## src/rtl/nand_cell_tester_if.sv

```systemverilog
// Signal bundle between the NAND cell tester and its environment.
// The master side is the tester; the slave side drives start and the cell output w.
interface nand_cell_tester_if;
   logic       start;
   logic       a;
   logic       b;
   logic       w;
   logic       busy;
   logic       done;
   logic       pass;
   logic [2:0] err_count;
   logic [3:0] fail_vec;
   logic [3:0] delay_max;

   modport master (
      input  start, w,
      output a, b, busy, done, pass, err_count, fail_vec, delay_max
   );

   modport slave (
      output start, w,
      input  a, b, busy, done, pass, err_count, fail_vec, delay_max
   );
endinterface

```

## src/rtl/nand_cell_tester.sv

```systemverilog
// Drives a NAND cell through 00,01,11,10, checks w and measures settle cycles.
// Define NAND_CELL_TESTER_SYNC_EN to pass w through a two-flop synchroniser first.
module nand_cell_tester #(
   parameter int unsigned SETTLE_CYCLES = 6
) (
   input  logic               clk,
   input  logic               rst_n,
   nand_cell_tester_if.master bus_if
);

   typedef enum logic [1:0] {S_IDLE, S_APPLY, S_WAIT, S_DONE} state_e;

   localparam logic [3:0] SETTLE_MAX = 4'(SETTLE_CYCLES);

   logic w_s;

`ifdef NAND_CELL_TESTER_SYNC_EN
   // Samples taken before the synchroniser has flushed reflect the old vector.
   localparam logic [3:0] SYNC_LAT = 4'd2;

   logic w_meta_q;
   logic w_sync_q;

   always_ff @(posedge clk or negedge rst_n) begin
      if (!rst_n) begin
         w_meta_q <= 1'b1;
         w_sync_q <= 1'b1;
      end else begin
         w_meta_q <= bus_if.w;
         w_sync_q <= w_meta_q;
      end
   end

   assign w_s = w_sync_q;
`else
   localparam logic [3:0] SYNC_LAT = 4'd0;

   assign w_s = bus_if.w;
`endif

   state_e     state_q, state_d;
   logic [1:0] idx_q, idx_d;
   logic [3:0] d_q, d_d;
   logic       a_q, a_d;
   logic       b_q, b_d;
   logic       pass_q, pass_d;
   logic [2:0] err_q, err_d;
   logic [3:0] fail_q, fail_d;
   logic [3:0] dmax_q, dmax_d;

   logic       vec_a;
   logic       vec_b;
   logic       exp_w;
   logic [3:0] d_inc;
   logic       vec_end;

   always_comb begin
      unique case (idx_q)
         2'd0:    {vec_a, vec_b} = 2'b00;
         2'd1:    {vec_a, vec_b} = 2'b01;
         2'd2:    {vec_a, vec_b} = 2'b11;
         default: {vec_a, vec_b} = 2'b10;
      endcase
   end

   assign exp_w = ~(vec_a & vec_b);
   assign d_inc = d_q + 4'd1;

   // NOTE: every variable gets its hold value first so no path leaves it unassigned (no latch).
   always_comb begin
      state_d = state_q;
      idx_d   = idx_q;
      d_d     = d_q;
      a_d     = a_q;
      b_d     = b_q;
      pass_d  = pass_q;
      err_d   = err_q;
      fail_d  = fail_q;
      dmax_d  = dmax_q;
      vec_end = 1'b0;

      unique case (state_q)
         S_IDLE: begin
            if (bus_if.start) begin
               pass_d  = 1'b0;
               err_d   = 3'd0;
               fail_d  = 4'd0;
               dmax_d  = 4'd0;
               idx_d   = 2'd0;
               state_d = S_APPLY;
            end
         end

         S_APPLY: begin
            a_d     = vec_a;
            b_d     = vec_b;
            d_d     = 4'd0;
            state_d = S_WAIT;
         end

         S_WAIT: begin
            d_d = d_inc;
            // A match on the timeout edge still counts as a pass.
            if ((d_inc > SYNC_LAT) && (w_s == exp_w)) begin
               if (d_inc > dmax_q) begin
                  dmax_d = d_inc;
               end
               vec_end = 1'b1;
            end else if (d_inc >= SETTLE_MAX) begin
               fail_d[idx_q] = 1'b1;
               err_d         = err_q + 3'd1;
               vec_end       = 1'b1;
            end

            if (vec_end) begin
               if (idx_q == 2'd3) begin
                  a_d     = 1'b1;
                  b_d     = 1'b1;
                  pass_d  = (err_d == 3'd0);
                  state_d = S_DONE;
               end else begin
                  idx_d   = idx_q + 2'd1;
                  state_d = S_APPLY;
               end
            end
         end

         default: begin
            state_d = S_IDLE;
         end
      endcase
   end

   // NOTE: state registers use non-blocking assignments so all flops update from pre-edge values.
   always_ff @(posedge clk or negedge rst_n) begin
      if (!rst_n) begin
         state_q <= S_IDLE;
         idx_q   <= 2'd0;
         d_q     <= 4'd0;
         a_q     <= 1'b1;
         b_q     <= 1'b1;
         pass_q  <= 1'b0;
         err_q   <= 3'd0;
         fail_q  <= 4'd0;
         dmax_q  <= 4'd0;
      end else begin
         state_q <= state_d;
         idx_q   <= idx_d;
         d_q     <= d_d;
         a_q     <= a_d;
         b_q     <= b_d;
         pass_q  <= pass_d;
         err_q   <= err_d;
         fail_q  <= fail_d;
         dmax_q  <= dmax_d;
      end
   end

   assign bus_if.a         = a_q;
   assign bus_if.b         = b_q;
   assign bus_if.busy      = (state_q == S_APPLY) || (state_q == S_WAIT);
   assign bus_if.done      = (state_q == S_DONE);
   assign bus_if.pass      = pass_q;
   assign bus_if.err_count = err_q;
   assign bus_if.fail_vec  = fail_q;
   assign bus_if.delay_max = dmax_q;

endmodule

```

## src/flat_wrapper.sv

```systemverilog
// flat-port wrapper written by rule: the top's interface ports become plain ports
module nand_cell_tester_flat 
#(
   parameter int unsigned SETTLE_CYCLES = 6
)
  (clk, rst_n, bus_if_start, bus_if_w, bus_if_a, bus_if_b, bus_if_busy, bus_if_done, bus_if_pass, bus_if_err_count, bus_if_fail_vec, bus_if_delay_max);
  nand_cell_tester_if bus_if_i ();
  input  logic clk;
  input  logic rst_n;
  input wire logic [$bits(bus_if_i.start)-1:0] bus_if_start;
  input wire logic [$bits(bus_if_i.w)-1:0] bus_if_w;
  output wire logic [$bits(bus_if_i.a)-1:0] bus_if_a;
  output wire logic [$bits(bus_if_i.b)-1:0] bus_if_b;
  output wire logic [$bits(bus_if_i.busy)-1:0] bus_if_busy;
  output wire logic [$bits(bus_if_i.done)-1:0] bus_if_done;
  output wire logic [$bits(bus_if_i.pass)-1:0] bus_if_pass;
  output wire logic [$bits(bus_if_i.err_count)-1:0] bus_if_err_count;
  output wire logic [$bits(bus_if_i.fail_vec)-1:0] bus_if_fail_vec;
  output wire logic [$bits(bus_if_i.delay_max)-1:0] bus_if_delay_max;
  assign bus_if_i.start = bus_if_start;
  assign bus_if_i.w = bus_if_w;
  assign bus_if_a = bus_if_i.a;
  assign bus_if_b = bus_if_i.b;
  assign bus_if_busy = bus_if_i.busy;
  assign bus_if_done = bus_if_i.done;
  assign bus_if_pass = bus_if_i.pass;
  assign bus_if_err_count = bus_if_i.err_count;
  assign bus_if_fail_vec = bus_if_i.fail_vec;
  assign bus_if_delay_max = bus_if_i.delay_max;
  nand_cell_tester #(.SETTLE_CYCLES(SETTLE_CYCLES)) u_core (.clk(clk), .rst_n(rst_n), .bus_if(bus_if_i));
endmodule
```

## config.mk

```make
export PLATFORM = sky130hd
export DESIGN_NAME = nand_cell_tester_flat
export DESIGN_NICKNAME = d
export VERILOG_FILES = /design/src/rtl/nand_cell_tester_if.sv /design/src/rtl/nand_cell_tester.sv /design/src/flat_wrapper.sv
export SDC_FILE = /design/constraint.sdc
export NUM_CORES = 1
export LEC_CHECK = 0
export CAP_MARGIN = 40
export CORE_MARGIN = 2
export CORE_UTILIZATION = 58
export CTS_CLUSTER_DIAMETER = 50
export CTS_CLUSTER_SIZE = 20
export DETAILED_ROUTE_END_ITERATION = 12
export HOLD_SLACK_MARGIN = 0.15
export PLACE_DENSITY = 0.95
export REMOVE_ABC_BUFFERS = 1
export SLEW_MARGIN = 30
export SYNTH_ARGS = -nofsm -noshare
export SYNTH_HDL_FRONTEND = slang
export SYNTH_SLANG_ARGS = --single-unit
```

## constraint.sdc

```tcl
create_clock -name clk -period 5.9 [get_ports clk]
set_input_delay 1.18 -clock clk [delete_from_list [all_inputs] [get_ports clk]]
set_output_delay 1.18 -clock clk [all_outputs]
set_load 0.005 [all_outputs]
```

[Word level (Yosys, flattened, before mapping)]
Cells that the tools add are included.
Storage, ports and cells
  bits in registers: 22
  output and inout port bits: 16
  word-level logic and storage cells: 88
Cells by class
  $add $sub $neg: 3
  magnitude comparators: 5
  equality and inequality tests: 15
  muxes and demuxes: 36
  bitwise logic cells: 3
  reductions and logical operators: 17
Operators with widths (count)
  $pmux 4 s2: 3
  $mux 4: 5
  $reduce_and 4->1: 4
  $mux 2: 6
  $mux 3: 4
  $mux 1: 11
  $eq 2x2->1 const B: 4
  $ne 2x1->1 const B: 4
  $ne 2x2->1 const B: 4
  $pmux 1 s2: 3
  $pmux 2 s3: 1
  $pmux 3 s2: 1
  $add 4x1->4 const B: 1
  $eq 2x1->1 const B: 2
  $ge 4x3->1 const B: 1
  $gt 4x1->1 const B: 1
  $gt 4x4->1: 1
  $logic_not 2->1: 2
  $or 4x4->4: 1
  $pmux 2 s2: 1
  $reduce_and 2->1: 2
  $reduce_bool 2->1: 2
  $reduce_or 2->1: 2
  $add 3x1->3 const B: 1
  11 further kinds: 12

[Logic depth before layout (Yosys ltp)]
  depth after elaboration: 13
  depth in mapped cells: 10

[Worst setup path after synthesis]
Ideal clock, no wire load.
  kind: input-to-reg
  start: in bus_if_w
  end: reg u_core.idx_q[0]
  library setup time: 0.121 ns
  arrival: 2.274 ns
  data required time: 5.779 ns
  path slack: 3.505 ns
  stages: 6
  path buffers: 0
  cell sequence: xnor2_1 a31o_1 or2_4 a31oi_4 nand2_1 a22o_1
On the way
  longest elaborated chain between the ends: 6
Ends and longest elaborated chain
  start: declaration: line flat_wrapper.sv:11  | input wire logic [$bits(bus_if_i.w)-1:0] bus_if_w;
  $eq 1x1->1: line nand_cell_tester.sv:104  | if ((d_inc > SYNC_LAT) && (w_s == exp_w)) begin
  $logic_and 1x1->1: line nand_cell_tester.sv:104
  $mux 1: line nand_cell_tester.sv:104
  $mux 1: line nand_cell_tester.sv:82  | unique case (state_q)
  $ne 2x2->1 (no line)
  $reduce_and 4->1 (no line)
  end signal: assignment: line nand_cell_tester.sv:148  | idx_q <= idx_d;
  end: declaration: line nand_cell_tester.sv:42  | logic [1:0] idx_q, idx_d;
Every way passes these cells. The select of a mux whose other input is x is not followed.
A chain may end at the register's enable or synchronous reset.

[Worst setup path in the final report]
  start: reg u_core.state_q[0]
  end: out bus_if_busy
On the way
  longest elaborated chain between the ends: 2
  elaborated cells between the ends (all ways): 3
Ends and longest elaborated chain
  start: declaration: line nand_cell_tester.sv:41  | state_e state_q, state_d;
  start signal: assignment: line nand_cell_tester.sv:147  | state_q <= state_d;
  $eq 2x1->1 / $eq 2x2->1 (equally long branches): line nand_cell_tester.sv:161  | assign bus_if.busy = (state_q == S_APPLY) || (state_q == S_WAIT);
  $logic_or 1x1->1 *: line nand_cell_tester.sv:161
  end: declaration: line flat_wrapper.sv:14  | output wire logic [$bits(bus_if_i.busy)-1:0] bus_if_busy;
Every way passes the cells marked *; elsewhere a longest branch is shown, timed or not.

==> flow_metrics.tcl <==
set metrics [dict create \
    status "completed" \
    avgViaCountPerCell 6.06 \
    fin_setup_tns_ns 0 \
    syn_inst 146 \
    report.final.hold_viol_count 0 \
    layout-drive-gt1-share_pct 8.38 \
    htreeDepth 1 \
    tightest_slew_ns 0.726 \
    p_comb_share_pct 53.4 \
    min_to "u_core.bus_if.pass" \
    r2r_cells 8 \
    crit_type "register to output port" \
    drtIter0Drc 33 \
    busiest_layer "met2" \
    timing.hold.ws_ns 0.513 \
    synth_adder_area_share_pct 14.2 \
    die_area_um2 2840 \
    syn_area_per_cell_um2 9.64 \
    fill_cells 165 \
    pwr-share-seq_pct 33.2 \
    hold_path_startpoint "u_core.bus_if.pass" \
    synthXorXnorAreaFrac_pct 2.40 \
    min_period_ns 3.08 \
    cts_root_buf "clkbuf_4" \
    min_delay_path_depth 1 \
    cp.buffers_inverters 2 \
    yosys.area_share.simple_pct 15.8 \
    grt.met2_usage_pct 44.0 \
    multi_input_area_um2 793 \
    ys_types 39 \
    holdCritPathClass "register to register" \
    cp_top_family "buffers and inverters" \
    post-route-period-util_pct 52.1 \
    cp-end-kind "output port" \
    power_density_nw_per_um2 383 \
    ios 20 \
    crit_chain "inv_1, ha_1, clkdlybuf4s50_1" \
    ys_seq_area_share_pct 39.3 \
    ys_async_sr_fraction_pct 100 \
    ctsHoldBuffers 0 \
    synth_area_leaders "dfrtp_1 36%, ha_1 14%, dfstp_2 3.7%" \
    clkTransAtPathRegs_ns 0.12 \
    synthMuxAreaShare_pct 2.13 \
    postCtsSetupRepairBufs 0 \
    critPathSlowestCell "clkdlybuf4s50_1" \
    final-seq-area_um2 553 \
    drv_slew 0 \
    ant_nets 0 \
    drc 0 \
    synth_area_um2 1410 \
    slew_headroom_pct 51.6 \
    startpoint_type "register" \
    synth-compound-area-share_pct 21.8 \
    cp-startpoint "u_core.state_q[0]" \
    mostFrequentLayoutCell "dfrtp_1" \
    grtUsageMet3_pct 5.37 \
    cts_made_buffers 3 \
    cp_max_fo 10 \
    cap_violations 0 \
    nets 188 \
    fin_util_pct 74.1 \
    power.switching_w 0.000272 \
    clk-insertion-delay-late_ns 0.31 \
    max_freq_mhz 325 \
    gp_congestion 0.799 \
    power.leakage_nw 0.758 \
    synth_top_family_by_area "compound AO/OA/AOI/OAI gates" \
    synth_top_area_cell "dfrtp_1" \
    dp_hpwl_um 2360 \
    vias 1182 \
    reg2reg_to "u_core.bus_if.delay_max[3]" \
    cellInternalPower_w 0.000368 \
    io_buffers 19 \
    synth_ff_type "dfrtp_1" \
    grt_max_degree 19 \
    clkPwrFrac_pct 13.4 \
    firstDrtPassIters 4 \
    core_area_um2 2250 \
    final_cell_mix "20 x dfrtp_1, 19 x clkdlybuf4s50_1, 16 x ha_1" \
    initial_core_util_pct 62.4 \
    grt_overflow 0 \
    cts_max_path_buffers 2 \
    max-vdd-ir-drop_mv 0.297 \
    swShare_pct 42.5 \
    numClockSinks 22 \
    yosysTopAreaCellShare_pct 35.6 \
    grtUsageTotal_pct 25.4 \
    use_met1_pct 30.8 \
    num_antenna_cells 0 \
    cp_slowest_stage_delay_ns 0.57 \
    finalSetupViolCount 0 \
    cts_tree "done" \
    area.growth.synth_to_final_pct 18.8 \
    r2r_start "u_core.d_q[0]" \
    ys_warn_count 0 \
    worst-r2r-setup-slack_ns 3.30 \
    wirelength_um 3160 \
    synth_seq_cells 22 \
    grt_pass1_wl_um 5240 \
    die_h_um 53.3 \
    worstPathArrival_ns 1.90 \
    antenna_found_initial 0 \
    clock_skew_ns 0.00457 \
    wl_per_cell_um 16.2 \
    cts_resized 0 \
    final_cell_count_no_fill 195 \
    placementRows 17 \
    rsz0062_at_grt "false" \
    grt_pass1_vias 1170 \
    place_inst 191 \
    synth_edf_count 0 \
    die_w_um 53.3 \
    crit_required_ns 4.72 \
]
==> worst max path at each step <==
stage                                      end  cells after the start  slack (ns)
floorplan                      u_core.idx_q[0]                      6        3.50
global placement    u_core.bus_if.delay_max[0]                      7        2.97
detailed placement  u_core.bus_if.delay_max[0]                      7        2.85
CTS                                bus_if_busy                      3        2.83
global route                       bus_if_busy                      3        2.73
finish                             bus_if_busy                      3        2.82
==> routing by layer <==
metal	vias up	part of all wire (%)
li1	555	-
met1	570	42
met2	53	52
met3	4	5.4
met4	0	0.66
met5	-	0
==> power by group through the flow <==
stage          registers (W)  clock network [W]  logic, W
6_report            0.000212          0.0000856  0.000342
4_1_cts             0.000211          0.0000860  0.000340
5_1_grt             0.000215          0.0000919  0.000375
3_5_place_dp        0.000214                  0  0.000337
3_3_place_gp        0.000212                  0  0.000315
2_1_floorplan       0.000209                  0  0.000232
==> sequential cells by signal, indices dropped and copies added, names as in the netlist <==
name	cells
u_core.bus_if.a	1
u_core.bus_if.err_count	3
u_core.idx_q	2
u_core.bus_if.delay_max	4
u_core.state_q	2
u_core.bus_if.pass	1
u_core.d_q	4
u_core.bus_if.b	1
u_core.bus_if.fail_vec	4
==> synthesized netlist by cell type (all sizes together) (2+ instances only) <==
cell and instances:
or2 2, nand2b 3, inv 13, nor2 13
o22a 2, clkbuf 2, o2bb2ai 3, nand2 13
o21ai 9, xnor2 2, and3 2, o311ai 2
nand3 10, a22o 4, dfrtp 20, ha 16
a21o 2, o21a 4, a21oi 6, dfstp 2
nor3b 2, mux2i 3
==> cell type report <==
class | count | share of cell area, %
Tap cell | 28 | 2.10
Timing Repair Buffer | 20 | 12.3
Multi-Input combinational cell | 108 | 47.5
Inverter | 13 | 2.92
Clock buffer | 4 | 2.17
Sequential cell | 22 | 33.1
==> worst reg2reg max path, delay by kind of cell, from the launching register on <==
family / cells / cell delay [ns]
AOI/OAI and AO/OA: 4 / 0.76
xor gates and xnor gates: 1 / 0.27
and+or+nand+nor: 1 / 0.25
adders and majority gates: 2 / 0.62
DFF: 1 / 0.58
==> cells by family (layout without fill, tap and decap cells) <==
kind of cell	Yosys count	count (layout)
AND/OR/NAND/NOR	47	47
adder cells (fa/ha/maj)	16	16
AO/OA/AOI/OAI	39	39
flip-flops	22	22
multiplexers	3	3
XOR/XNOR	3	3
buffers and inverters	16	37
==> through the flow <==
stage | power [W] | area, um2 | setup WS (ns)
2_1_floorplan | 0.000442 | 1400 | 3.50
6_report | 0.000640 | 1670 | 2.82
4_1_cts | 0.000637 | 1670 | 2.83
5_1_grt | 0.000682 | 1670 | 2.73
3_5_place_dp | 0.000551 | 1640 | 2.85
3_3_place_gp | 0.000527 | 1620 | 2.97
Note: power is estimated with default switching activity, not from simulation.
